File: config.mk
export PLATFORM = sky130hd
export DESIGN_NAME = mem_arbiter_flat
export DESIGN_NICKNAME = d
export VERILOG_FILES = /design/src/rtl/mem_arb_pkg.sv /design/src/rtl/mem_arbiter_if.sv /design/src/rtl/rr_arb2.sv /design/src/rtl/mem_arbiter.sv /design/src/flat_wrapper.sv
export SDC_FILE = /design/constraint.sdc
export NUM_CORES = 1
export LEC_CHECK = 0
export ABC_CLOCK_PERIOD_IN_PS = 1650
export BUFFER_PORTS_ARGS = -buffer_cell sky130_fd_sc_hd__clkbuf_2
export CAP_MARGIN = 40
export CORE_UTILIZATION = 41
export DETAILED_ROUTE_END_ITERATION = 6
export GPL_TIMING_DRIVEN = 0
export PLACE_DENSITY = 0.73
export SKIP_CTS_REPAIR_TIMING = 1
export SYNTH_ARGS = -nofsm -noshare
export SYNTH_HDL_FRONTEND = slang
export SYNTH_SLANG_ARGS = --single-unit
File: constraint.sdc
create_clock -name clk -period 1.65 [get_ports clk]
set_input_delay 0.2475 -clock clk [delete_from_list [all_inputs] [get_ports clk]]
set_output_delay 0.2475 -clock clk [all_outputs]
set_load 0.01 [all_outputs]
File: src/rtl/mem_arb_pkg.sv
// mem_arb_pkg: shared types and constants for the unified-memory arbiter.
//   state_e : arbiter FSM states
//   owner_e : which pipeline port owns the current RAM transaction
//   CNT_W   : width of the read-latency down-counter (RD_LAT up to 7)
package mem_arb_pkg;

  localparam int unsigned CNT_W = 3;

  typedef enum logic [1:0] {
    S_IDLE  = 2'd0,
    S_ISSUE = 2'd1,
    S_WAIT  = 2'd2,
    S_RESP  = 2'd3
  } state_e;

  typedef enum logic {
    OWN_INST = 1'b0,
    OWN_DATA = 1'b1
  } owner_e;

endpackage

File: src/rtl/mem_arbiter_if.sv
// mem_arbiter_if: bundle of the fetch port, data port, RAM port and busy flag.
//   slave  : arbiter view (takes requests, drives ready/rdata and the RAM)
//   master : environment view (pipeline requesters and the RAM itself)
interface mem_arbiter_if #(
  parameter int unsigned AW = 32,
  parameter int unsigned DW = 32
);

  // Instruction-fetch port (read-only)
  logic          i_req;
  logic [AW-1:0] i_addr;
  logic [DW-1:0] i_rdata;
  logic          i_ready;

  // Data (MEM-stage) port
  logic          d_req;
  logic          d_we;
  logic [AW-1:0] d_addr;
  logic [DW-1:0] d_wdata;
  logic [DW-1:0] d_rdata;
  logic          d_ready;

  // Single-port synchronous RAM
  logic          ram_ena;
  logic          ram_we;
  logic [AW-1:0] ram_addr;
  logic [DW-1:0] ram_wdata;
  logic [DW-1:0] ram_rdata;

  logic          busy;

  modport slave (
    input  i_req, i_addr,
    output i_rdata, i_ready,
    input  d_req, d_we, d_addr, d_wdata,
    output d_rdata, d_ready,
    output ram_ena, ram_we, ram_addr, ram_wdata,
    input  ram_rdata,
    output busy
  );

  modport master (
    output i_req, i_addr,
    input  i_rdata, i_ready,
    output d_req, d_we, d_addr, d_wdata,
    input  d_rdata, d_ready,
    input  ram_ena, ram_we, ram_addr, ram_wdata,
    output ram_rdata,
    input  busy
  );

endinterface

File: src/rtl/rr_arb2.sv
// rr_arb2: combinational 2-way round-robin picker.
//   req[1:0] : pending requests, indexed by owner_e (0 = inst, 1 = data)
//   last     : owner granted most recently
//   gnt      : chosen owner (only meaningful when valid)
//   valid    : at least one request pending
module rr_arb2
  import mem_arb_pkg::*;
(
  input  logic [1:0] req,
  input  owner_e     last,
  output owner_e     gnt,
  output logic       valid
);

  // On a tie the port that was not served last wins.
  always_comb begin
    gnt   = OWN_INST;
    valid = |req;
    case (req)
      2'b01:   gnt = OWN_INST;
      2'b10:   gnt = OWN_DATA;
      2'b11:   gnt = (last == OWN_INST) ? OWN_DATA : OWN_INST;
      default: gnt = OWN_INST;
    endcase
  end

endmodule

File: src/rtl/mem_arbiter.sv
// mem_arbiter: shares one single-port synchronous RAM between the fetch and
// data ports of the pipeline, one transaction at a time, round-robin on ties.
//   clk, rst : clock and synchronous active-high reset
//   bus      : fetch port (i_*), data port (d_*), RAM port (ram_*), busy
//   RD_LAT   : RAM read latency in cycles, legal range 1..7
// Every output is a register; ready pulses last exactly one cycle (RESP).
module mem_arbiter
  import mem_arb_pkg::*;
#(
  parameter int unsigned AW     = 32,
  parameter int unsigned DW     = 32,
  parameter int unsigned RD_LAT = 1
) (
  input  logic          clk,
  input  logic          rst,
  mem_arbiter_if.slave  bus
);

  localparam logic [CNT_W-1:0] LAT_LOAD = CNT_W'(RD_LAT);
  localparam logic [CNT_W-1:0] CNT_ONE  = CNT_W'(1);

  state_e           r_state,     w_state_nxt;
  logic [CNT_W-1:0] r_cnt,       w_cnt_nxt;
  owner_e           r_last,      w_last_nxt;
  owner_e           r_owner,     w_owner_nxt;
  logic             r_ram_ena,   w_ram_ena_nxt;
  logic             r_ram_we,    w_ram_we_nxt;
  logic [AW-1:0]    r_ram_addr,  w_ram_addr_nxt;
  logic [DW-1:0]    r_ram_wdata, w_ram_wdata_nxt;
  logic [DW-1:0]    r_i_rdata,   w_i_rdata_nxt;
  logic [DW-1:0]    r_d_rdata,   w_d_rdata_nxt;
  logic             r_i_ready,   w_i_ready_nxt;
  logic             r_d_ready,   w_d_ready_nxt;
  logic             r_busy;

  owner_e           w_gnt;
  logic             w_gnt_vld;

  // Round-robin choice between the two request lines
  rr_arb2 u_rr (
    .req   ({bus.d_req, bus.i_req}),
    .last  (r_last),
    .gnt   (w_gnt),
    .valid (w_gnt_vld)
  );

  // Next-state and next-output logic
  always_comb begin
    w_state_nxt     = r_state;
    w_cnt_nxt       = r_cnt;
    w_last_nxt      = r_last;
    w_owner_nxt     = r_owner;
    w_ram_ena_nxt   = 1'b0;
    w_ram_we_nxt    = 1'b0;
    w_ram_addr_nxt  = r_ram_addr;
    w_ram_wdata_nxt = r_ram_wdata;
    w_i_rdata_nxt   = r_i_rdata;
    w_d_rdata_nxt   = r_d_rdata;
    w_i_ready_nxt   = 1'b0;
    w_d_ready_nxt   = 1'b0;

    case (r_state)
      S_IDLE: begin
        // Latch the winner straight into the RAM registers so ISSUE drives them.
        if (w_gnt_vld) begin
          w_owner_nxt   = w_gnt;
          w_ram_ena_nxt = 1'b1;
          if (w_gnt == OWN_DATA) begin
            w_ram_we_nxt    = bus.d_we;
            w_ram_addr_nxt  = bus.d_addr;
            w_ram_wdata_nxt = bus.d_wdata;
          end else begin
            w_ram_we_nxt    = 1'b0;
            w_ram_addr_nxt  = bus.i_addr;
            w_ram_wdata_nxt = '0;
          end
          w_state_nxt = S_ISSUE;
        end
      end

      S_ISSUE: begin
        if (r_ram_we) begin
          w_d_ready_nxt = (r_owner == OWN_DATA);
          w_i_ready_nxt = (r_owner == OWN_INST);
          w_state_nxt   = S_RESP;
        end else begin
          w_cnt_nxt   = LAT_LOAD;
          w_state_nxt = S_WAIT;
        end
      end

      S_WAIT: begin
        // cnt==1 marks the cycle in which ram_rdata is valid.
        w_cnt_nxt = r_cnt - CNT_ONE;
        if (r_cnt == CNT_ONE) begin
          if (r_owner == OWN_DATA) begin
            w_d_rdata_nxt = bus.ram_rdata;
            w_d_ready_nxt = 1'b1;
          end else begin
            w_i_rdata_nxt = bus.ram_rdata;
            w_i_ready_nxt = 1'b1;
          end
          w_state_nxt = S_RESP;
        end
      end

      S_RESP: begin
        // Requester still holds req here, so no grant is made this cycle.
        w_last_nxt  = r_owner;
        w_state_nxt = S_IDLE;
      end

      default: w_state_nxt = S_IDLE;
    endcase
  end

  // State and output registers
  always_ff @(posedge clk) begin
    if (rst) begin
      r_state     <= S_IDLE;
      r_cnt       <= '0;
      r_last      <= OWN_INST;
      r_owner     <= OWN_INST;
      r_ram_ena   <= 1'b0;
      r_ram_we    <= 1'b0;
      r_ram_addr  <= '0;
      r_ram_wdata <= '0;
      r_i_rdata   <= '0;
      r_d_rdata   <= '0;
      r_i_ready   <= 1'b0;
      r_d_ready   <= 1'b0;
      r_busy      <= 1'b0;
    end else begin
      r_state     <= w_state_nxt;
      r_cnt       <= w_cnt_nxt;
      r_last      <= w_last_nxt;
      r_owner     <= w_owner_nxt;
      r_ram_ena   <= w_ram_ena_nxt;
      r_ram_we    <= w_ram_we_nxt;
      r_ram_addr  <= w_ram_addr_nxt;
      r_ram_wdata <= w_ram_wdata_nxt;
      r_i_rdata   <= w_i_rdata_nxt;
      r_d_rdata   <= w_d_rdata_nxt;
      r_i_ready   <= w_i_ready_nxt;
      r_d_ready   <= w_d_ready_nxt;
      r_busy      <= (w_state_nxt != S_IDLE);
    end
  end

  assign bus.i_rdata   = r_i_rdata;
  assign bus.i_ready   = r_i_ready;
  assign bus.d_rdata   = r_d_rdata;
  assign bus.d_ready   = r_d_ready;
  assign bus.ram_ena   = r_ram_ena;
  assign bus.ram_we    = r_ram_we;
  assign bus.ram_addr  = r_ram_addr;
  assign bus.ram_wdata = r_ram_wdata;
  assign bus.busy      = r_busy;

endmodule

File: src/flat_wrapper.sv
// flat-port wrapper written by rule: the top's interface ports become plain ports
module mem_arbiter_flat import mem_arb_pkg::*;
#(
  parameter int unsigned AW     = 32,
  parameter int unsigned DW     = 32,
  parameter int unsigned RD_LAT = 1
)
  (clk, rst, bus_i_req, bus_i_addr, bus_i_rdata, bus_i_ready, bus_d_req, bus_d_we, bus_d_addr, bus_d_wdata, bus_d_rdata, bus_d_ready, bus_ram_ena, bus_ram_we, bus_ram_addr, bus_ram_wdata, bus_ram_rdata, bus_busy);
  mem_arbiter_if #(.AW(AW), .DW(DW)) bus_i ();
  input  logic clk;
  input  logic rst;
  input wire logic [$bits(bus_i.i_req)-1:0] bus_i_req;
  input wire logic [$bits(bus_i.i_addr)-1:0] bus_i_addr;
  output wire logic [$bits(bus_i.i_rdata)-1:0] bus_i_rdata;
  output wire logic [$bits(bus_i.i_ready)-1:0] bus_i_ready;
  input wire logic [$bits(bus_i.d_req)-1:0] bus_d_req;
  input wire logic [$bits(bus_i.d_we)-1:0] bus_d_we;
  input wire logic [$bits(bus_i.d_addr)-1:0] bus_d_addr;
  input wire logic [$bits(bus_i.d_wdata)-1:0] bus_d_wdata;
  output wire logic [$bits(bus_i.d_rdata)-1:0] bus_d_rdata;
  output wire logic [$bits(bus_i.d_ready)-1:0] bus_d_ready;
  output wire logic [$bits(bus_i.ram_ena)-1:0] bus_ram_ena;
  output wire logic [$bits(bus_i.ram_we)-1:0] bus_ram_we;
  output wire logic [$bits(bus_i.ram_addr)-1:0] bus_ram_addr;
  output wire logic [$bits(bus_i.ram_wdata)-1:0] bus_ram_wdata;
  input wire logic [$bits(bus_i.ram_rdata)-1:0] bus_ram_rdata;
  output wire logic [$bits(bus_i.busy)-1:0] bus_busy;
  assign bus_i.i_req = bus_i_req;
  assign bus_i.i_addr = bus_i_addr;
  assign bus_i_rdata = bus_i.i_rdata;
  assign bus_i_ready = bus_i.i_ready;
  assign bus_i.d_req = bus_d_req;
  assign bus_i.d_we = bus_d_we;
  assign bus_i.d_addr = bus_d_addr;
  assign bus_i.d_wdata = bus_d_wdata;
  assign bus_d_rdata = bus_i.d_rdata;
  assign bus_d_ready = bus_i.d_ready;
  assign bus_ram_ena = bus_i.ram_ena;
  assign bus_ram_we = bus_i.ram_we;
  assign bus_ram_addr = bus_i.ram_addr;
  assign bus_ram_wdata = bus_i.ram_wdata;
  assign bus_i.ram_rdata = bus_ram_rdata;
  assign bus_busy = bus_i.busy;
  mem_arbiter #(.AW(AW), .DW(DW), .RD_LAT(RD_LAT)) u_core (.clk(clk), .rst(rst), .bus(bus_i));
endmodule
==> metrics <==
most frequent cells in the layout=clkbuf_2 (264), nand2_1 (161), dfxtp_1 (139), a21oi_1 (100), nor2_1 (38); GP Congestion=approximately 0.86; Netlist Area Pre-Place=5151 sq um; DR iter-0 viols=329; clock sinks=140; unrepaired setup endpoints after global routing=false; H-tree depth=4; placed cell area=around 6700 sq um; DR WL/cell=13.85 um; Crit Path Class=reg2reg; outcome=finished, final reports clean; share of cells above drive strength 1=about two fifths; Layout area overhead=43.87%; Netlist cell types=33; VDD IR-drop max=705.4 uV; ANT nets after route=0; fmax=0.6596 GHz; vias per cell=approximately 4.8; core box area=12110 sq um; Hold Crit Class=in2reg; syn_nets=734; First-pass DRT Iterations=4; number of global-route vias before repair=4654; initial antenna violation count=0; via count=5116; design area=7411 sq um; worst hold slack=41.89 ps; # setup viols final=0; DRT Wirelength=14640 um; largest net degree at the start of global routing=17; CP arrival=1850 ps; port bufs=~260; Yosys reg bits=140; final hold vios=0; clock-pin transition on the worst setup and hold timing paths=roughly 60 ps; Slew Viols, Final=0; WL met3=roughly 980 um; Sequential Area=approximately 2800 sq um; WL met1=6398 um; max_cap viols=0; Highest Signal Layer=met4; Fill cells=1113; warnings from Yosys=0; worst clock skew=9.674 ps; worst skew pair latency=410 ps; I/O Pins=about 270; synthesized instance count=around 590; clock buffer depth=2; Power, Total=10.98 mW; Ant. Diodes=0; HPWL after detailed placement=10840 um; Rows=40; Seq/Total Area, Yosys=54.41%; Req. time, crit path=1990 ps; commonest non-fill, non-tap cell in the layout=clkbuf_2; pwr dens=between 1000 and 1500 nW/um^2; Die Area=13020 sq um; min cycle time layout=roughly 1500 ps; met2 wire length=roughly 6800 um; nets=1016; period utilisation layout=91.88%; initial core utilization=42.53%; Setup crit start kind=register; Slew @ Worst Pin=518.8 ps; critical path endpoint category=register; number of buffers created by CTS=17; first-pass GRT wire length=22640 um; Multi-input gate area=~2100 sq um; global route overflow=0; Synth Area per Inst=roughly 8.7 sq um; # DRC=0; Crit Path Max Fanout=10; Relative slew margins=between 60 and 70%; clock root cell=clkbuf_16; CTS tree=done; Die Ht=114.1 um; die width=114.1 um; leakage=3.392 nW; Total GRT Usage=22.21%
## where the power goes
group	internal (mW)	leakage, nW	switching [mW]
Sequential	3.94	1.14	0.306
Clock	2.38	0.284	1.39
Combinational	1.30	1.97	1.66
## path summary, 6_finish.rpt
check,startpoint,endpoint,slack [ps],cells past startpoint
setup / recovery,u_core.r_state[0],u_core.bus.d_rdata[21],130,7
hold reg to reg,u_core.bus.i_rdata[7],u_core.bus.i_rdata[7],450,2
hold / removal,bus_d_wdata[25],u_core.bus.ram_wdata[25],40,2
setup reg to reg,u_core.r_state[0],u_core.bus.d_rdata[21],130,7
## kinds of logic after synthesis
family	share of synthesized area, %
fa+ha+maj	1.700
buf+inv	4.712
simple gates	17.22
mux	0.3886
flops	54.41
compound gates	21.57
## registers in the layout (all words and copies together) (netlist names), 2 cells and up
signal	flops
u_core.bus.i_rdata	32
u_core.bus.ram_addr	32
u_core.bus.ram_wdata	32
u_core.r_state	2
u_core.r_cnt	3
u_core.bus.d_rdata	32
## synth_stat cells, drive strengths merged
| library cell | count | area (sq um) |
|---|---|---|
| nand3b | 1 | 7.510 |
| o21a | 2 | 15.01 |
| nand4bb | 1 | 11.26 |
| a21boi | 1 | 11.26 |
| nand4b | 1 | 8.760 |
| and3b | 1 | 8.760 |
| and4b | 1 | 10.01 |
| nand2 | 161 | 604.3 |
| nor2b | 3 | 18.77 |
| a21oi | 100 | 500.5 |
| a311o | 1 | 10.01 |
| and4bb | 1 | 12.51 |
| nor4b | 1 | 8.760 |
| mux2i | 2 | 20.02 |
| o21ai | 4 | 20.01 |
| a21bo | 1 | 10.01 |
| nor2 | 39 | 146.4 |
| a22oi | 1 | 7.510 |
| nand2b | 2 | 12.51 |
| a311oi | 1 | 8.760 |
| ha | 7 | 87.58 |
| buf | 25 | 137.6 |
| nor3b | 1 | 18.77 |
| and3 | 2 | 12.51 |
| dfxtp | 140 | 2803 |
| and2 | 1 | 6.260 |
| inv | 6 | 22.52 |
| a22o | 32 | 280.3 |
| clkbuf | 22 | 82.58 |
| a211oi | 33 | 247.7 |
## routing by layer
metal  up-vias  global-route usage, %
met3        37                  5.717
met4         0                  11.34
met2       187                  36.28
met5         -                      0
met1      2303                  27.07
li1       2589                      -
## final cells by class
class | count | area share (%)
multi-input combinational | 401 | 28.84
buffer | 44 | 4.086
inverter | 6 | 0.3039
clock buffer | 22 | 6.534
timing repair buffer | 266 | 18.03
tap | 168 | 2.836
sequential | 140 | 37.84
clock inverter | 10 | 1.536
## stage by stage
stage	cells	worst slack (ps)	TNS, ps	utilization (%)
CTS	1058	-350.8	-29090	60.11
floorplan	594	74.08	0	-
detailed placement	1026	-335.5	-26840	55.18
finish	1057	134.0	0	61.19
global placement	1026	-298.8	-24270	55.18
global route	1057	12.38	0	61.19
## critical path, cell delays in order, from the launching register on
cell and delay, ps:
dfxtp_2 340, inv_2 80, ha_1 140, buf_4 170
and4b_2 340, buf_6 170, nand2_1 70, a21oi_1 130
No activity file was read; power rests on OpenSTA's default activity.
